**config.mk**
```make
export PLATFORM = sky130hd
export DESIGN_NAME = fetch_unit
export DESIGN_NICKNAME = d
export VERILOG_FILES = /design/src/rtl/fetch_unit.sv
export SDC_FILE = /design/constraint.sdc
export NUM_CORES = 1
export LEC_CHECK = 0
export ABC_AREA = 1
export ABC_CLOCK_PERIOD_IN_PS = 2000
export CAP_MARGIN = 20
export CELL_PAD_IN_SITES_DETAIL_PLACEMENT = 1
export CELL_PAD_IN_SITES_GLOBAL_PLACEMENT = 1
export CORE_UTILIZATION = 26
export CTS_BUF_LIST = sky130_fd_sc_hd__clkbuf_4 sky130_fd_sc_hd__clkbuf_8
export CTS_CLUSTER_SIZE = 8
export DETAILED_ROUTE_END_ITERATION = 10
export PLACE_DENSITY_LB_ADDON = 0.1
export SLEW_MARGIN = 10
export SYNTH_ARGS = -nofsm -noshare
export SYNTH_HDL_FRONTEND = slang
export SYNTH_SLANG_ARGS = --single-unit
export TNS_END_PERCENT = 100
```
**constraint.sdc**
```tcl
create_clock -name i_clk -period 2 [get_ports i_clk]
set_input_delay 0.3 -clock i_clk [delete_from_list [all_inputs] [get_ports i_clk]]
set_output_delay 0.3 -clock i_clk [all_outputs]
set_load 0.02 [all_outputs]
```
**src/rtl/fetch_unit.sv**
```systemverilog
// ---------------------------------------------------------------------------
// fetch_unit
//
// Instruction fetch stage. Holds the PC, requests one instruction word at a
// time from instruction memory, latches the returned word into an instruction
// register and presents its opcode field to the main decoder. When the execute
// stage retires the held instruction, the next PC is chosen from the decoder's
// Branch/Jump controls, the ALU zero flag and the execute-stage target.
//
// Handshake: o_imem_req is high for every cycle spent in FETCH, with
// o_imem_addr = o_pc. A word is accepted on the first rising edge in FETCH
// where i_imem_rvalid is high (it may already be high in the first request
// cycle). i_imem_rvalid outside FETCH and i_retire outside HOLD are ignored.
// i_retire in HOLD consumes the instruction on that edge.
//
// Optional feature macro: FETCH_MISALIGN_TRAP_EN
//   defined     : a taken branch/jump to a target with [1:0] != 0 enters HALT
//                 and sets the sticky o_misalign_err (cleared only by reset).
//   not defined : target bits [1:0] are forced to zero; HALT is unreachable
//                 and o_misalign_err is tied low.
//
// Ports:
//   i_clk, i_rst            clock, synchronous active-high reset
//   o_imem_req/o_imem_addr  fetch request and address
//   i_imem_rvalid/rdata     fetch response
//   o_instr, o_instr_valid  instruction register and its valid flag
//   o_op                    opcode to the decoder (zero when nothing is held)
//   o_pc, o_pc_plus4        address of o_instr and its successor
//   i_retire                execute stage consumed o_instr
//   i_branch, i_jump        decoder controls for the held instruction
//   i_zero, i_pc_target     ALU zero flag and branch/jump target
//   o_misalign_err          sticky misaligned-target flag
//   o_state                 debug view of the FSM state
// ---------------------------------------------------------------------------
module fetch_unit #(
  parameter int              XLEN     = 32,
  parameter logic [XLEN-1:0] RESET_PC = '0
) (
  input  logic            i_clk,
  input  logic            i_rst,
  output logic            o_imem_req,
  output logic [XLEN-1:0] o_imem_addr,
  input  logic            i_imem_rvalid,
  input  logic [31:0]     i_imem_rdata,
  output logic [31:0]     o_instr,
  output logic            o_instr_valid,
  output logic [6:0]      o_op,
  output logic [XLEN-1:0] o_pc,
  output logic [XLEN-1:0] o_pc_plus4,
  input  logic            i_retire,
  input  logic            i_branch,
  input  logic            i_jump,
  input  logic            i_zero,
  input  logic [XLEN-1:0] i_pc_target,
  output logic            o_misalign_err,
  output logic [1:0]      o_state
);

  typedef enum logic [1:0] {
    ST_RST_WAIT = 2'd0,
    ST_FETCH    = 2'd1,
    ST_HOLD     = 2'd2,
    ST_HALT     = 2'd3
  } state_t;

  state_t          r_state;
  state_t          w_state_next;
  logic [XLEN-1:0] r_pc;
  logic [31:0]     r_instr;
  logic            r_instr_valid;

  logic            w_capture;
  logic            w_advance;
  logic            w_taken;
  logic            w_misaligned;
  logic [XLEN-1:0] w_target;
  logic [XLEN-1:0] w_pc_plus4;
  logic [XLEN-1:0] w_next_pc;

  assign w_pc_plus4 = r_pc + XLEN'(4);
  assign w_taken    = i_jump | (i_branch & i_zero);

`ifdef FETCH_MISALIGN_TRAP_EN
  assign w_target     = i_pc_target;
  assign w_misaligned = w_taken & (i_pc_target[1:0] != 2'b00);
`else
  // Low target bits are discarded so the PC always stays word aligned.
  logic w_unused_tgt_lsbs;
  assign w_unused_tgt_lsbs = ^i_pc_target[1:0];
  assign w_target          = {i_pc_target[XLEN-1:2], 2'b00};
  assign w_misaligned      = 1'b0;
`endif

  assign w_next_pc = w_taken ? w_target : w_pc_plus4;

  // Next-state logic; w_capture / w_advance qualify the datapath updates.
  always_comb begin
    w_state_next = r_state;
    w_capture    = 1'b0;
    w_advance    = 1'b0;
    case (r_state)
      ST_RST_WAIT: w_state_next = ST_FETCH;
      ST_FETCH: begin
        if (i_imem_rvalid) begin
          w_capture    = 1'b1;
          w_state_next = ST_HOLD;
        end
      end
      ST_HOLD: begin
        if (i_retire) begin
          if (w_misaligned) begin
            w_state_next = ST_HALT;
          end else begin
            w_advance    = 1'b1;
            w_state_next = ST_FETCH;
          end
        end
      end
      ST_HALT:  w_state_next = ST_HALT;
      default:  w_state_next = ST_RST_WAIT;
    endcase
  end

  always_ff @(posedge i_clk) begin
    if (i_rst) begin
      r_state       <= ST_RST_WAIT;
      r_pc          <= RESET_PC;
      r_instr       <= '0;
      r_instr_valid <= 1'b0;
    end else begin
      r_state <= w_state_next;
      if (w_capture) begin
        r_instr       <= i_imem_rdata;
        r_instr_valid <= 1'b1;
      end
      // Any retire clears valid; the PC moves only when not trapping.
      if (r_state == ST_HOLD && i_retire) begin
        r_instr_valid <= 1'b0;
      end
      if (w_advance) begin
        r_pc <= w_next_pc;
      end
    end
  end

`ifdef FETCH_MISALIGN_TRAP_EN
  logic r_misalign_err;
  always_ff @(posedge i_clk) begin
    if (i_rst) begin
      r_misalign_err <= 1'b0;
    end else if (r_state == ST_HOLD && i_retire && w_misaligned) begin
      r_misalign_err <= 1'b1;
    end
  end
  assign o_misalign_err = r_misalign_err;
`else
  assign o_misalign_err = 1'b0;
`endif

  assign o_imem_req    = (r_state == ST_FETCH);
  assign o_imem_addr   = r_pc;
  assign o_instr       = r_instr;
  assign o_instr_valid = r_instr_valid;
  assign o_op          = r_instr_valid ? r_instr[6:0] : 7'b0000000;
  assign o_pc          = r_pc;
  assign o_pc_plus4    = w_pc_plus4;
  assign o_state       = r_state;

endmodule
```
Word level (Yosys, flattened, before mapping)
Index checks and enable logic that the tools add are counted.

Output and inout port bits: 140. Register bits: 67. Logic and storage cells: 25.

Muxes and demuxes: 9. Equality and inequality tests: 5. Reduce and logical (&&, ||, !) cells: 4. Add/sub/neg operators: 1. Bitwise operators: 2.

Operators with widths (number): adder 32 x 3 -> 32 bit (second input constant) (1); 2-to-1 mux 32 bit (1); case mux 2 bit (4 select lines) (1); 2-to-1 mux 7 bit (1); equality test 2 bit (second input constant) (2); 2-to-1 mux 1 bit (4); 2-to-1 mux 2 bit (2); equality test 2 x 1 -> 1 bit (second input constant) (1); zero test 2 bit (1); inequality test 2 x 1 -> 1 bit (second input constant) (1); inequality test 2 bit (second input constant) (1); AND reduction 2 bit (1); OR reduction 2 bit (1); AND 1 bit (1); logical AND 1 bit (1); OR 1 bit (1).

Longest topological paths before layout
Depth after elaboration: 3. Gate-level depth with buffers: 10.

Worst setup path before layout
Ideal clock, no wire load.

Path type: register to output. Start: register r_pc[3] (netlist: o_imem_addr[3]). End: output port o_pc_plus4[22]. Buffers on the path: 0. Stages on the path, launching flop included: 8. Arrival time: 1.494 ns. Setup slack: 0.206 ns. Required time: 1.700 ns. Cell sequence: dfxtp_1 > ha_1 > nand2_1 > nor2_4 > nand2_4 > nor2_4 > nand3_1 > nand2_1.

Longest elaborated chain between the ends: 1.

Ends and longest elaborated chain: start, declared (line 68) `logic [XLEN-1:0] r_pc;`; start signal, assigned (line 141) `r_pc <= w_next_pc;`; adder 32 x 3 -> 32 bit (line 80) `assign w_pc_plus4 = r_pc + XLEN'(4);`; end, declared (line 49) `output logic [XLEN-1:0] o_pc_plus4,`.

No other way between the ends.

Worst setup path in the final report
Start: register r_pc[3] (netlist: o_imem_addr[3]). End: output port o_pc_plus4[26].

The elaborated chain is that of the path after synthesis.

==> results.md <==
* Status: finished, violations left
* Failing checks: setup timing
* DR vias/cell at 4.51
* Count of nets after finishing at 921
* Post-synthesis cell count at 603
* CTS Hold Bufs at 0
* Crit path to: o_pc_plus4[26]
* Most frequent cells in the layout: nand2_1, clkdlybuf4s50_1, buf_4
* Total global-route track usage at 20.3%
* Maximum VDD drop at 0.348 mV
* Drt total wl at 15100 um
* Ports at 211
* CP startpoint: o_imem_addr[3]
* Reg2Reg Setup Slack at 180 ps
* Layout cells sized above 1 at 24.2%
* DR WL/cell at 14.6 um
* CP max-delay cell: dfxtp_4
* Clock slew at reported path FFs at 80 ps
* Overall Power at 3350 uW
* CTS tree: done
* Final Cycle Share at 103%
* Detail Route Antenna Nets at 0
* Clock Path Buffers at 2
* Largest net degree at the start of global routing at 35
* Sw power at 945 uW
* Fin. Hold Viols at 0
* Crit end category: primary output
* Final Util at 48.1%
* Routed wire length on met2 at 7570 um
* Pwr Density at 495 nW/um2
* Static leakage at 0.00282 uW
* Crit path buf inv count at 1
* WP data required at 1700 ps
* Final HPWL DP at 11200 um
* Routability Congestion at 0.799
* Max Cap Viol at 0
* Setup violators final at 11
* Num rows at 43
* Worst-Skew Late Latency at 360 ps
* Worst Path Max Fanout at 6
* Clk pwr share at 39.5%
* WL met1 at 6040 um
* Core ar. at 14100 um2
* Sink Count at 65
* Unrepaired setup endpoints after global routing: yes
* #FFs+latches synth at 65
* Post-synthesis sequential area ratio at 34.2%
* Critical R2R Capture: o_imem_addr[20]
* Final setup margin at -65.6 ps
* WL met3 at 1070 um
* Sw Ratio at 28.2%
* First-pass GRT wire length at 23700 um
* H-tree depth at 3
* Die Span Y at 123 um
* Initial Util at 27.0%
* Port bufs at 201
* Layout Skew at 12.1 ps
* Critical path type: reg -> out
* Period minus WS final at 2070 ps
* Worst stage delay on the critical path at 370 ps
* Area delta synth->final at 78.0%
* Vias in the first global route at 4885
* Pint at 2410 uW
* DRC Markers at 0
* Max Clk Rate at 484 MHz
* Die ar. at 15100 um2
* Synthesized area at 3810 um2
* Antenna Cells at 0
* Worst EP arrival at 1770 ps
* CTS root buf: clkbuf_8
* DRT Pass-1 Iters at 4
* Commonest non-fill, non-tap cell in the layout: nand2_1
* Warnings, synthesis at 0
* R2R Path Start: o_imem_addr[3]
* Hold slack at 473 ps
* Slew Viols, Final at 0
* Slew headroom at 58.9%
* Reg power frac at 41.1%
* GRT overflow at 0
* Antenna violations before repair at 0
* Chip Width at 123 um
* Most frequent cell on the critical path: nand2_2
* Crit start category: flop
* Worst hold-check path type: reg -> reg
* Top delay family on crit path: simple AND/OR/NAND/NOR gates
* Vias at 4667
* Least-Margin Pin Slew at 617 ps
* R2R depth at 13
* CTS buffer count at 9
* Highest routed layer: met4
* Comb pwr share at 19.4%
* Critical path, cell by cell: ha_4 -> nand2_4 -> nor2_4 -> nand2_4 -> nor2_4 -> nand2_2 -> nand2_2 -> nand2_2 -> buf_6
* Avg Cell Area, Syn at 6.32 um2
* Netlist cell types at 29
* Drt initial violations at 135
* Critical path depth at 9
-- worst register-to-register path: cells and delay by family, from the launching register on --
family | cells | cell delay, ps
AO/OA/AOI/OAI | 1 | 180
adder cells (fa/ha/maj) | 1 | 150
buffers and inverters | 5 | 480
flip-flops | 1 | 370
AND/OR/NAND/NOR | 6 | 540
-- sequential cells by signal (all words and copies together) (netlist names) --
signal,cells
o_imem_addr,30
o_instr,32
o_instr_valid,1
o_state,2
-- layer usage --
layer  up-vias  track usage, %
li1       2310               -
met1      2197            22.3
met4         0            8.43
met5         -               0
met2       137            36.5
met3        23            5.77
-- per-stage QoR --
stage	instances	worst slack (ps)	TNS [ps]	instance area (um2)
floorplan	609	206	0	3830
CTS	1025	-134	-1050	6610
global placement	995	-173	-1990	6170
detailed placement	995	-258	-2930	6170
global route	1034	-177	-2240	6780
finish	1034	-65.6	-399	6780
-- power by group through the flow --
stage / clock (uW) / sequential [uW] / combinational (uW)
5_1_grt: 1400 / 1380 / 705
2_1_floorplan: 0 / 1460 / 243
6_report: 1320 / 1380 / 651
3_5_place_dp: 0 / 1410 / 639
3_3_place_gp: 0 / 1400 / 629
4_1_cts: 1370 / 1380 / 651
-- area by class of cell --
type	instances	area (um2)
inverter	50	188
clock buffer	10	138
multi-input combinational	437	2140
timing repair buffer	286	2680
fill	1746	7320
tap	180	225
clock inverter	6	91.3
sequential	65	1320
-- cell usage after synthesis --
cell	n	area [um2]
dfxtp_1	65	1300
nor2_2	3	18.8
clkbuf_1	9	33.8
ha_1	1	12.5
buf_2	5	25.0
nor3_1	2	10.0
clkbuf_4	1	7.51
buf_1	1	3.75
nand2_2	5	31.3
xor2_1	6	52.6
nor2_4	11	124
o21ai_0	23	115
buf_6	1	11.3
nand2_4	3	33.8
a21oi_1	33	165
inv_2	3	11.3
nor2_1	74	278
nand3b_1	2	15.0
xnor2_1	1	8.76
buf_4	40	300
nand3_1	26	130
o21ai_1	12	60.1
nand4_1	1	6.26
o21a_1	1	7.51
o22ai_1	5	31.3
nand2_1	219	822
and2_1	2	12.5
inv_1	47	176
conb_1	1	3.75
-- worst min path at each step --
stage             endpoint              from  slack [ps]  cells past startpoint
2_1_floorplan  o_instr[12]  i_imem_rdata[12]         440                      2
3_3_place_gp   o_instr[24]       o_instr[24]         450                      2
3_5_place_dp   o_instr[16]       o_instr[16]         460                      2
4_1_cts        o_instr[11]  i_imem_rdata[11]         470                      3
5_1_grt        o_instr[22]       o_instr[22]         490                      2
6_report       o_instr[27]       o_instr[27]         470                      2
-- cell families after synthesis --
group | count (synthesis) | synth area share [%]
xor gates and xnor gates | 7 | 1.61
other | 1 | 0.0985
AOI/OAI and AO/OA | 74 | 9.95
adders and majority gates | 1 | 0.328
and+or+nand+nor | 348 | 38.9
DFF | 65 | 34.2
buffers and inverters | 107 | 14.9
-- repair_timing --
action | 4_1_cts | 5_1_grt
endpoints found under the setup margin | 28 | 28
pin swaps | 37 | 39
endpoints found under the hold margin | 0 | 0
setup buffers | 14 | 10
gates resized for setup | 188 | 32
(Power assumes the default switching activity.)
